[config.mk]
export PLATFORM = sky130hd
export DESIGN_NAME = fetch_ctrl
export DESIGN_NICKNAME = d
export VERILOG_FILES = /design/src/rtl/fetch_ctrl.sv
export SDC_FILE = /design/constraint.sdc
export NUM_CORES = 1
export LEC_CHECK = 0
export ABC_AREA = 1
export CAP_MARGIN = 10
export CELL_PAD_IN_SITES_DETAIL_PLACEMENT = 1
export CELL_PAD_IN_SITES_GLOBAL_PLACEMENT = 1
export CORE_ASPECT_RATIO = 1.25
export CORE_MARGIN = 2
export CORE_UTILIZATION = 34
export DETAILED_ROUTE_END_ITERATION = 8
export GPL_TIMING_DRIVEN = 0
export PLACE_DENSITY_LB_ADDON = 0.1
export SETUP_SLACK_MARGIN = 0.3
export SKIP_LAST_GASP = 1
export SLEW_MARGIN = 15
export SYNTH_ARGS = -nofsm -noshare
export SYNTH_HDL_FRONTEND = slang
export SYNTH_SLANG_ARGS = --single-unit
[constraint.sdc]
create_clock -name CLOCK -period 2 [get_ports CLOCK]
set_clock_uncertainty 0.2 [all_clocks]
set_input_delay 0.4 -clock CLOCK [delete_from_list [all_inputs] [get_ports CLOCK]]
set_output_delay 0.4 -clock CLOCK [all_outputs]
set_load 0.05 [all_outputs]
[src/rtl/fetch_ctrl.sv]
// rtl/fetch_ctrl.sv - fetch-stage sequencer: hazard stalls, flushes, halt drain, perf counters
module fetch_ctrl #(
  parameter logic [31:0] HALT_WORD    = 32'hffffffff,
  parameter int          DRAIN_CYCLES = 7,
  parameter int          CNT_W        = 32
) (
  input  logic             CLOCK,
  input  logic             RESET_N,
  input  logic [31:0]      inst_in,
  input  logic             load_use,
  input  logic             bj_wait,
  input  logic             bj_taken,
  output logic             pc_stall,
  output logic             ifid_stall,
  output logic             ifid_flush,
  output logic             fin_sign,
  output logic [CNT_W-1:0] cycle_cnt,
  output logic [CNT_W-1:0] stall_cnt,
  output logic [CNT_W-1:0] flush_cnt
);

  typedef enum logic [1:0] {
    ST_RUN   = 2'd0,
    ST_DRAIN = 2'd1,
    ST_DONE  = 2'd2
  } state_t;

  localparam logic [7:0]       DRAIN_LOAD = 8'(DRAIN_CYCLES - 1);
  localparam logic [CNT_W-1:0] CNT_MAX    = '1;
  localparam logic [CNT_W-1:0] CNT_ONE    = CNT_W'(1);

  state_t           state_q, state_d;
  logic [7:0]       drain_q, drain_d;
  logic             fin_q, fin_d;
  logic [CNT_W-1:0] cyc_q, cyc_d;
  logic [CNT_W-1:0] stl_q, stl_d;
  logic [CNT_W-1:0] fls_q, fls_d;
  logic             pc_stall_c, ifid_stall_c, ifid_flush_c;

  // Control decode and next-state: hazards beat taken branches, which beat halt detection
  always_comb begin
    pc_stall_c   = 1'b0;
    ifid_stall_c = 1'b0;
    ifid_flush_c = 1'b0;
    state_d      = state_q;
    drain_d      = drain_q;
    fin_d        = fin_q;
    case (state_q)
      ST_RUN: begin
        if (load_use || bj_wait) begin
          pc_stall_c   = 1'b1;
          ifid_stall_c = 1'b1;
        end else if (bj_taken) begin
          ifid_flush_c = 1'b1;
        end else if (inst_in == HALT_WORD) begin
          pc_stall_c   = 1'b1;
          ifid_flush_c = 1'b1;
          state_d      = ST_DRAIN;
          drain_d      = DRAIN_LOAD;
        end
      end
      ST_DRAIN: begin
        pc_stall_c   = 1'b1;
        ifid_flush_c = 1'b1;
        if (drain_q == 8'd0) begin
          state_d = ST_DONE;
          fin_d   = 1'b1;
        end else begin
          drain_d = drain_q - 8'd1;
        end
      end
      ST_DONE: begin
        pc_stall_c   = 1'b1;
        ifid_flush_c = 1'b1;
      end
      default: begin
        state_d = ST_RUN;
      end
    endcase
  end

  // Saturating counters: cycles until DONE, stalls and flushes only while running
  always_comb begin
    cyc_d = cyc_q;
    stl_d = stl_q;
    fls_d = fls_q;
    if (state_q != ST_DONE && cyc_q != CNT_MAX) begin
      cyc_d = cyc_q + CNT_ONE;
    end
    if (state_q == ST_RUN && pc_stall_c && stl_q != CNT_MAX) begin
      stl_d = stl_q + CNT_ONE;
    end
    if (state_q == ST_RUN && ifid_flush_c && fls_q != CNT_MAX) begin
      fls_d = fls_q + CNT_ONE;
    end
  end

  // State, drain counter, finish flag and counters
  always_ff @(posedge CLOCK or negedge RESET_N) begin
    if (!RESET_N) begin
      state_q <= ST_RUN;
      drain_q <= 8'd0;
      fin_q   <= 1'b0;
      cyc_q   <= '0;
      stl_q   <= '0;
      fls_q   <= '0;
    end else begin
      state_q <= state_d;
      drain_q <= drain_d;
      fin_q   <= fin_d;
      cyc_q   <= cyc_d;
      stl_q   <= stl_d;
      fls_q   <= fls_d;
    end
  end

  // Pipeline controls are forced low while reset is held
  assign pc_stall   = RESET_N & pc_stall_c;
  assign ifid_stall = RESET_N & ifid_stall_c;
  assign ifid_flush = RESET_N & ifid_flush_c;
  assign fin_sign   = fin_q;
  assign cycle_cnt  = cyc_q;
  assign stall_cnt  = stl_q;
  assign flush_cnt  = fls_q;

endmodule

==> results of run 1 <==
[registers in the layout, indices dropped and copies added (netlist names)]
name,cells
stall_cnt,32
state_q,2
flush_cnt,32
cycle_cnt,32
fin_sign,1
drain_q,8
[through the flow]
stage | hold WS (ps) | setup slack (ps) | utilization, % | setup TNS, ps
finish | -310 | -519 | 51.5 | -15340
global route | -290 | -597 | 51.5 | -24420
CTS | -297 | -499 | 49.5 | -8600
detailed placement | 184 | -1580 | 44.3 | -49870
global placement | 254 | -5420 | 44.2 | -518840
floorplan | -95.6 | -288 | - | -4820
[per-layer routing]
layer	up-vias	part of all wire, %
li1	3829	-
met1	3907	41
met2	169	53
met3	58	2.6
met4	0	3.0
met5	-	0
[power by group]
group          switching (uW)  internal [uW]
Sequential                178           2260
Clock                     918            893
Combinational             706            460
Total                    1800           3610
[worst reg2reg max path, stage by stage (launching register included)]
cell and delay [ps]:
dfrtp_1 370, inv_2 70, ha_4 160, buf_8 130
inv_8 60, nor2_4 40, nor2_1 170, o21ai_4 90
buf_4 140, buf_4 120, buf_4 120, buf_4 140
nand4_4 150, buf_2 200, nand2_1 70, nand2_1 60
[final cells by class]
cell class | instances | area, sq um | share of cell area [%]
clock buffers | 10 | 239 | 2.24
plain buffers | 29 | 289 | 2.70
multi-input cells | 810 | 4610 | 43.1
flip-flops and latches | 107 | 2740 | 25.6
clock inverters | 6 | 48.8 | 0.457
well taps | 274 | 343 | 3.21
inverters | 89 | 367 | 3.43
repair buffers | 242 | 2060 | 19.3
[kinds of logic (layout without fill, tap and decap cells)]
kind of cell    after synthesis  after routing  synth area share, %
compound gates               22             22                 1.65
xor+xnor                     69             69                 8.47
fa+ha+maj                     9              9                 1.58
buf+inv                     118            376                 7.15
flops                       107            107                 37.5
simple gates                710            710                 43.6
[how the worst min path moves through the flow]
stage	cells past startpoint	from	endpoint
2_1_floorplan	0	RESET_N	cycle_cnt[0]
3_3_place_gp	2	fin_sign	fin_sign
3_5_place_dp	1	RESET_N	stall_cnt[13]
4_1_cts	1	RESET_N	stall_cnt[13]
5_1_grt	1	RESET_N	stall_cnt[13]
6_report	1	RESET_N	stall_cnt[13]
[what timing repair did]
item / in CTS / in global routing
hold endpoints to repair: 48 / 48
gates resized for setup: 721 / 74
endpoints found under the setup margin: 206 / 153
pin swaps: 89 / 19
cloned: 9 / 0
setup buffers: 71 / 25
[cell usage in the layout, fill, tap and decap left out, drive strengths merged]
cell           instances
nor2                 129
o21ai                 17
clkbuf                17
nor3b                  1
ha                     9
nor4                   3
buf                  228
xor2                  55
and2                   1
inv                   89
xnor2                 14
dlygate4sd2           32
nand4                 85
nand2                400
clkinvlp               2
clkinv                 4
nand3                 35
nor3                  46
a21oi                  5
dfrtp                107
clkdlybuf4s50          3
nand3b                10
clkdlybuf4s15          1
==> results.sh, run 1 <==
export IMPL_status="finished, violations left"
export IMPL_violations="hold timing, setup timing"
export IMPL_synth_cells=1035
export IMPL_synth_common_cells="399 x nand2_1, 124 x nor2_1, 107 x dfrtp_1"
export IMPL_post_synth_top_area_fraction_pct=37.5
export IMPL_fin_ws_ps=-519
export IMPL_rr_startpoint="state_q[1]"
export IMPL_dr_pass1_iters=5
export IMPL_worstSetupEndpoint="ifid_flush"
export IMPL_slew_viol_final=0
export IMPL_place_inst=1446
export IMPL_crit_arrival_ps=1920
export IMPL_die_w_um=134
export IMPL_avgRoutedWirePerCell_um=17.7
export IMPL_hold_class="primary input to asynchronous set/reset pin"
export IMPL_via_per_inst=5.08
export IMPL_initial_core_util_pct=34.4
export IMPL_worst_ir_drop_vdd_mv=0.439
export IMPL_dpl_cell_area_sq_um=9200
export IMPL_areaGrowthSynthToFinish_pct=49.8
export IMPL_top_usage_layer="met2"
export IMPL_cts_root_buf="clkbuf_16"
export IMPL_crit_slowest_cell="dfrtp_1"
export IMPL_boundaryPins=137
export IMPL_route_detailed_drc=0
export IMPL_cp_top_family="buffers and inverters"
export IMPL_gr_total_overflow=0
export IMPL_clock_sinks=107
export IMPL_fin_total_pwr_uw=5410
export IMPL_die_area_sq_um=22200
export IMPL_maxCapViolCount=0
export IMPL_grt_total_usage_pct=24.9
export IMPL_synth_warnings=0
export IMPL_final_nets=1334
export IMPL_fillerInstances=2572
export IMPL_cp_max_fo=4
export IMPL_num_vias=7963
export IMPL_clock_path_buffers=2
export IMPL_setup_viol=86
export IMPL_cellLeakagePower_uw=0.00509
export IMPL_worstPathCellList="inv_2, ha_4, buf_8, inv_8, nor3_4, nand2_2, a21oi_4, buf_6, inv_4, nor2_4, buf_8"
export IMPL_clock_latency_ps=370
export IMPL_routed_wl_um=27700
export IMPL_ys_flop_type="dfrtp_1"
export IMPL_yosysUniqueCellTypes=33
export IMPL_drive_gt1_share_pct=34.1
export IMPL_startpoint="state_q[1]"
export IMPL_critPathMostFrequentCell="buf_8"
export IMPL_grt_use_met3_pct=2.84
export IMPL_synthArstFlopShare_pct=100
export IMPL_antenna_left=0
export IMPL_critPathLaunchType="flop"
export IMPL_grt_first_pass_wirelength_um=44200
export IMPL_core_area_sq_um=20700
export IMPL_synth_seq_area_share_pct=37.5
export IMPL_cpPeakStageDelay_ps=400
export IMPL_tightest_slew_ps=601
export IMPL_worstSetupPathType="flop to output pin"
export IMPL_cts_clk_slew_worst_paths_ps=80
export IMPL_max_slew_margin_rel_pct=59.9
export IMPL_antenna_found_initial=0
export IMPL_stdcell_count=1567
export IMPL_fmax_ghz=0.397
export IMPL_num_rows=59
export IMPL_yosysTopAreaCell="dfrtp_1"
export IMPL_syn_area_per_cell_sq_um=6.89
export IMPL_final_area_sq_um=10700
export IMPL_grt_max_degree=60
export IMPL_grt_util_met1_pct=28.7
export IMPL_dieHeight_um=166
export IMPL_post_route_period_util_pct=126
export IMPL_numCtsBuffers=9
export IMPL_end_kind="output pin"
export IMPL_ys_top_cells_by_area="dfrtp_1 38%, nand2_1 21%, nand4_1 7.2%"
export IMPL_grt_met2_usage_pct=46.5
export IMPL_r2r_end="stall_cnt[28]"
export IMPL_rrSetupSlack_ps=-350
export IMPL_crit_cells=11
export IMPL_hpwlAfterDp_um=18900
export IMPL_worst_path_buf_inv=6
export IMPL_synth_ff_latch_count=107
export IMPL_htree_num_levels=3
export IMPL_yosysMostFrequentCell="nand2_1"
export IMPL_syn_nets=1081
export IMPL_cts_tree="built"
export IMPL_routabilityCongestion=0.903
export IMPL_worst_r2r_cell_count=15
export IMPL_rsz0062_at_grt="yes"
export IMPL_required_ps=1400
export IMPL_hold_violations=48
export IMPL_syn_area_sq_um=7140
export IMPL_grt_pass1_vias=8624
export IMPL_antennaDiodeCount=0
export IMPL_powerDensity_nw_per_um2=506
export IMPL_dr_first_iter_drc_count=256
export IMPL_whs_ps=-310
export IMPL_fin_crit_ps=2520
export IMPL_synth_edff_count=0
export IMPL_portBuffers=136
(Power assumes the default switching activity.)
==> inputs of run 2 (changes only) <==
--- a/config.mk
+++ b/config.mk
@@ -11,8 +11,9 @@
 export CELL_PAD_IN_SITES_GLOBAL_PLACEMENT = 1
 export CORE_ASPECT_RATIO = 1.25
 export CORE_MARGIN = 2
-export CORE_UTILIZATION = 34
+export CORE_UTILIZATION = 40
 export DETAILED_ROUTE_END_ITERATION = 8
+export DONT_BUFFER_PORTS = 1
 export GPL_TIMING_DRIVEN = 0
 export PLACE_DENSITY_LB_ADDON = 0.1
 export SETUP_SLACK_MARGIN = 0.3
==> constraint.sdc (replaced) <==
create_clock -name CLOCK -period 3.1 [get_ports CLOCK]
set_clock_uncertainty 0.2 [all_clocks]
set_input_delay 0.62 -clock CLOCK [delete_from_list [all_inputs] [get_ports CLOCK]]
set_output_delay 0.62 -clock CLOCK [all_outputs]
set_load 0.05 [all_outputs]
==> run 2 against run 1 <==
Against the previous run: the flow finishes with violations (hold timing); routed wire length shrank 20%; worst hold slack gained 59 ps; clock power shrank 39%; final area shrank 27%; non-clock buffer count shrank 233; core utilization shrank 6.7 points; critical path depth shrank 1; sequential power shrank 27%; largest cell class unchanged; largest power group unchanged.
==> results.sh, run 2 (synthesis results as in run 1) <==
export IMPL_whs_ps=-251
export IMPL_end_kind="output pin"
export IMPL_p_sw_share_pct=32.7
export IMPL_required_ps=2280
export IMPL_portBuffers=0
export IMPL_powerDensity_nw_per_um2=399
export IMPL_grt_first_pass_wirelength_um=36400
export IMPL_crit_arrival_ps=1970
export IMPL_numCtsBuffers=9
export IMPL_clock_sinks=107
export IMPL_antennaDiodeCount=0
export IMPL_fmax_ghz=0.359
export IMPL_startpoint="state_q[0]"
export IMPL_cts_root_buf="clkbuf_16"
export IMPL_rsz0062_at_grt="yes"
export IMPL_critPathLaunchType="flop"
export IMPL_boundaryPins=137
export IMPL_worst_ir_drop_vdd_mv=0.328
export IMPL_num_vias=6810
export IMPL_final_nets=1101
export IMPL_tightest_slew_ps=864
export IMPL_antenna_left=0
export IMPL_drive_gt1_share_pct=8.40
export IMPL_final_common_cell="nand2_1"
export IMPL_route_detailed_drc=0
export IMPL_antenna_found_initial=0
export IMPL_routabilityCongestion=0.876
export IMPL_grt_total_usage_pct=24.1
export IMPL_fin_util_pct=44.8
export IMPL_hold_class="primary input to asynchronous set/reset pin"
export IMPL_clock_path_buffers=2
export IMPL_pwr_share_clk_pct=35.2
export IMPL_cts_tree="built"
export IMPL_die_w_um=123
export IMPL_fin_crit_ps=2790
export IMPL_power_internal_uw=2110
export IMPL_violations="hold timing"
export IMPL_dieHeight_um=153
export IMPL_post_route_period_util_pct=89.9
export IMPL_cellLeakagePower_uw=0.00356
export IMPL_die_area_sq_um=18900
export IMPL_maxCapViolCount=0
export IMPL_hpwlAfterDp_um=17200
export IMPL_power_frac_seq_pct=56.9
export IMPL_gr_total_overflow=0
export IMPL_cts_clk_slew_worst_paths_ps=70
export IMPL_areaGrowthSynthToFinish_pct=9.91
export IMPL_p_switching_uw=1020
export IMPL_hold_violations=107
export IMPL_num_rows=54
export IMPL_fillerInstances=2284
export IMPL_avgRoutedWirePerCell_um=17.3
export IMPL_cp_max_fo=4
export IMPL_via_per_inst=5.30
export IMPL_worstSetupPathType="flop to output pin"
export IMPL_combPwrFrac_pct=7.9
export IMPL_initial_core_util_pct=40.8
export IMPL_tns_ps=0
export IMPL_grt_max_degree=109
export IMPL_dr_pass1_iters=4
export IMPL_status="finished, violations left"
export IMPL_setup_viol=0
export IMPL_clock_latency_ps=360
export IMPL_final_cell_mix="398 x nand2_1, 122 x nor2_1, 94 x dfrtp_1"
export IMPL_dr_first_iter_drc_count=378
export IMPL_core_area_sq_um=17500
export IMPL_max_slew_margin_rel_pct=42.1
export IMPL_routed_wl_um=22200
export IMPL_htree_num_levels=3
export IMPL_grt_pass1_vias=7075
export IMPL_rr_startpoint="stall_cnt[0]"
export IMPL_slew_viol_final=0
run 2: cell types whose count changed in the layout (fill, tap and decap cells not counted), moves of 12 or more:
cell	change
buf_4	-109
buf_8	-17
nor3_1	+12
dfrtp_1	+34
buf_2	-40
inv_1	+12
dlygate4sd2_1	-32
buf_6	-21
nor2_1	+21
nand2_1	+48
dfrtp_2	-36
nand2_2	-39
nor2_4	-16
run 2: worst max-delay path: stages, from the launching register on:
cell and delay [ps]:
dfrtp_1 410, inv_2 70, ha_2 160, buf_6 110, inv_4 50, nor3_2 120
nand2_2 110, a21oi_4 150, buf_6 110, inv_2 40, nor2_4 280
run 2: metrics by stage:
step	total power (uW)	cells	setup WS (ps)	instance area (sq um)
after floorplan	1930	1035	316	7140
after global placement	2010	1259	-81.8	7420
after detailed placement	2030	1259	-110	7430
after CTS	3150	1283	189	7800
after global routing	3270	1284	247	7840
final	3130	1284	313	7840
run 2: power groups by stage:
stage / clock [uW] / combinational, uW / sequential, uW
after floorplan: 0 / 190 / 1740
after global placement: 0 / 226 / 1790
after detailed placement: 0 / 239 / 1790
after CTS: 1130 / 245 / 1770
after global routing: 1190 / 279 / 1800
final: 1100 / 247 / 1780
run 2: cell type report:
type                            count  area, sq um  area share [%]
Timing Repair Buffer                9         67.6           0.862
Multi-Input combinational cell    810         4000            51.0
Clock buffer                       10          229            2.92
Tap cell                          224          280            3.57
Inverter                           89          337            4.29
Clock inverter                      6         40.0           0.511
Sequential cell                   107         2700            34.4
Buffer                             29          186            2.38
run 2: routing by layer:
layer  GRT usage, %  up-vias  routed length, um  part of all wire, %
met5              0        -                  0                    0
met3           5.00       22                938                  4.2
met4           5.57        0                323                  1.5
met2           43.6      109              11600                   53
met1           28.8     3321               9260                   42
li1               -     3358                  -                    -
run 2: path summary, 6_finish.rpt:
kind,end,slack (ps),depth (start not counted)
worst max-delay path,ifid_flush,310,10
worst min-delay path,stall_cnt[12],-250,0
worst max register to register,stall_cnt[25],440,10
worst min register to register,drain_q[7],350,2
max in group asynchronous,flush_cnt[25],2820,0
min in group CLOCK,drain_q[0],320,3
run 2: timing repair:
item,4_1_cts,5_1_grt
setup buffers,8,1
endpoints found under the hold margin,107,107
resized for setup,17,17
pin swaps,5,5
cloned,0,0
setup endpoints to repair,66,68
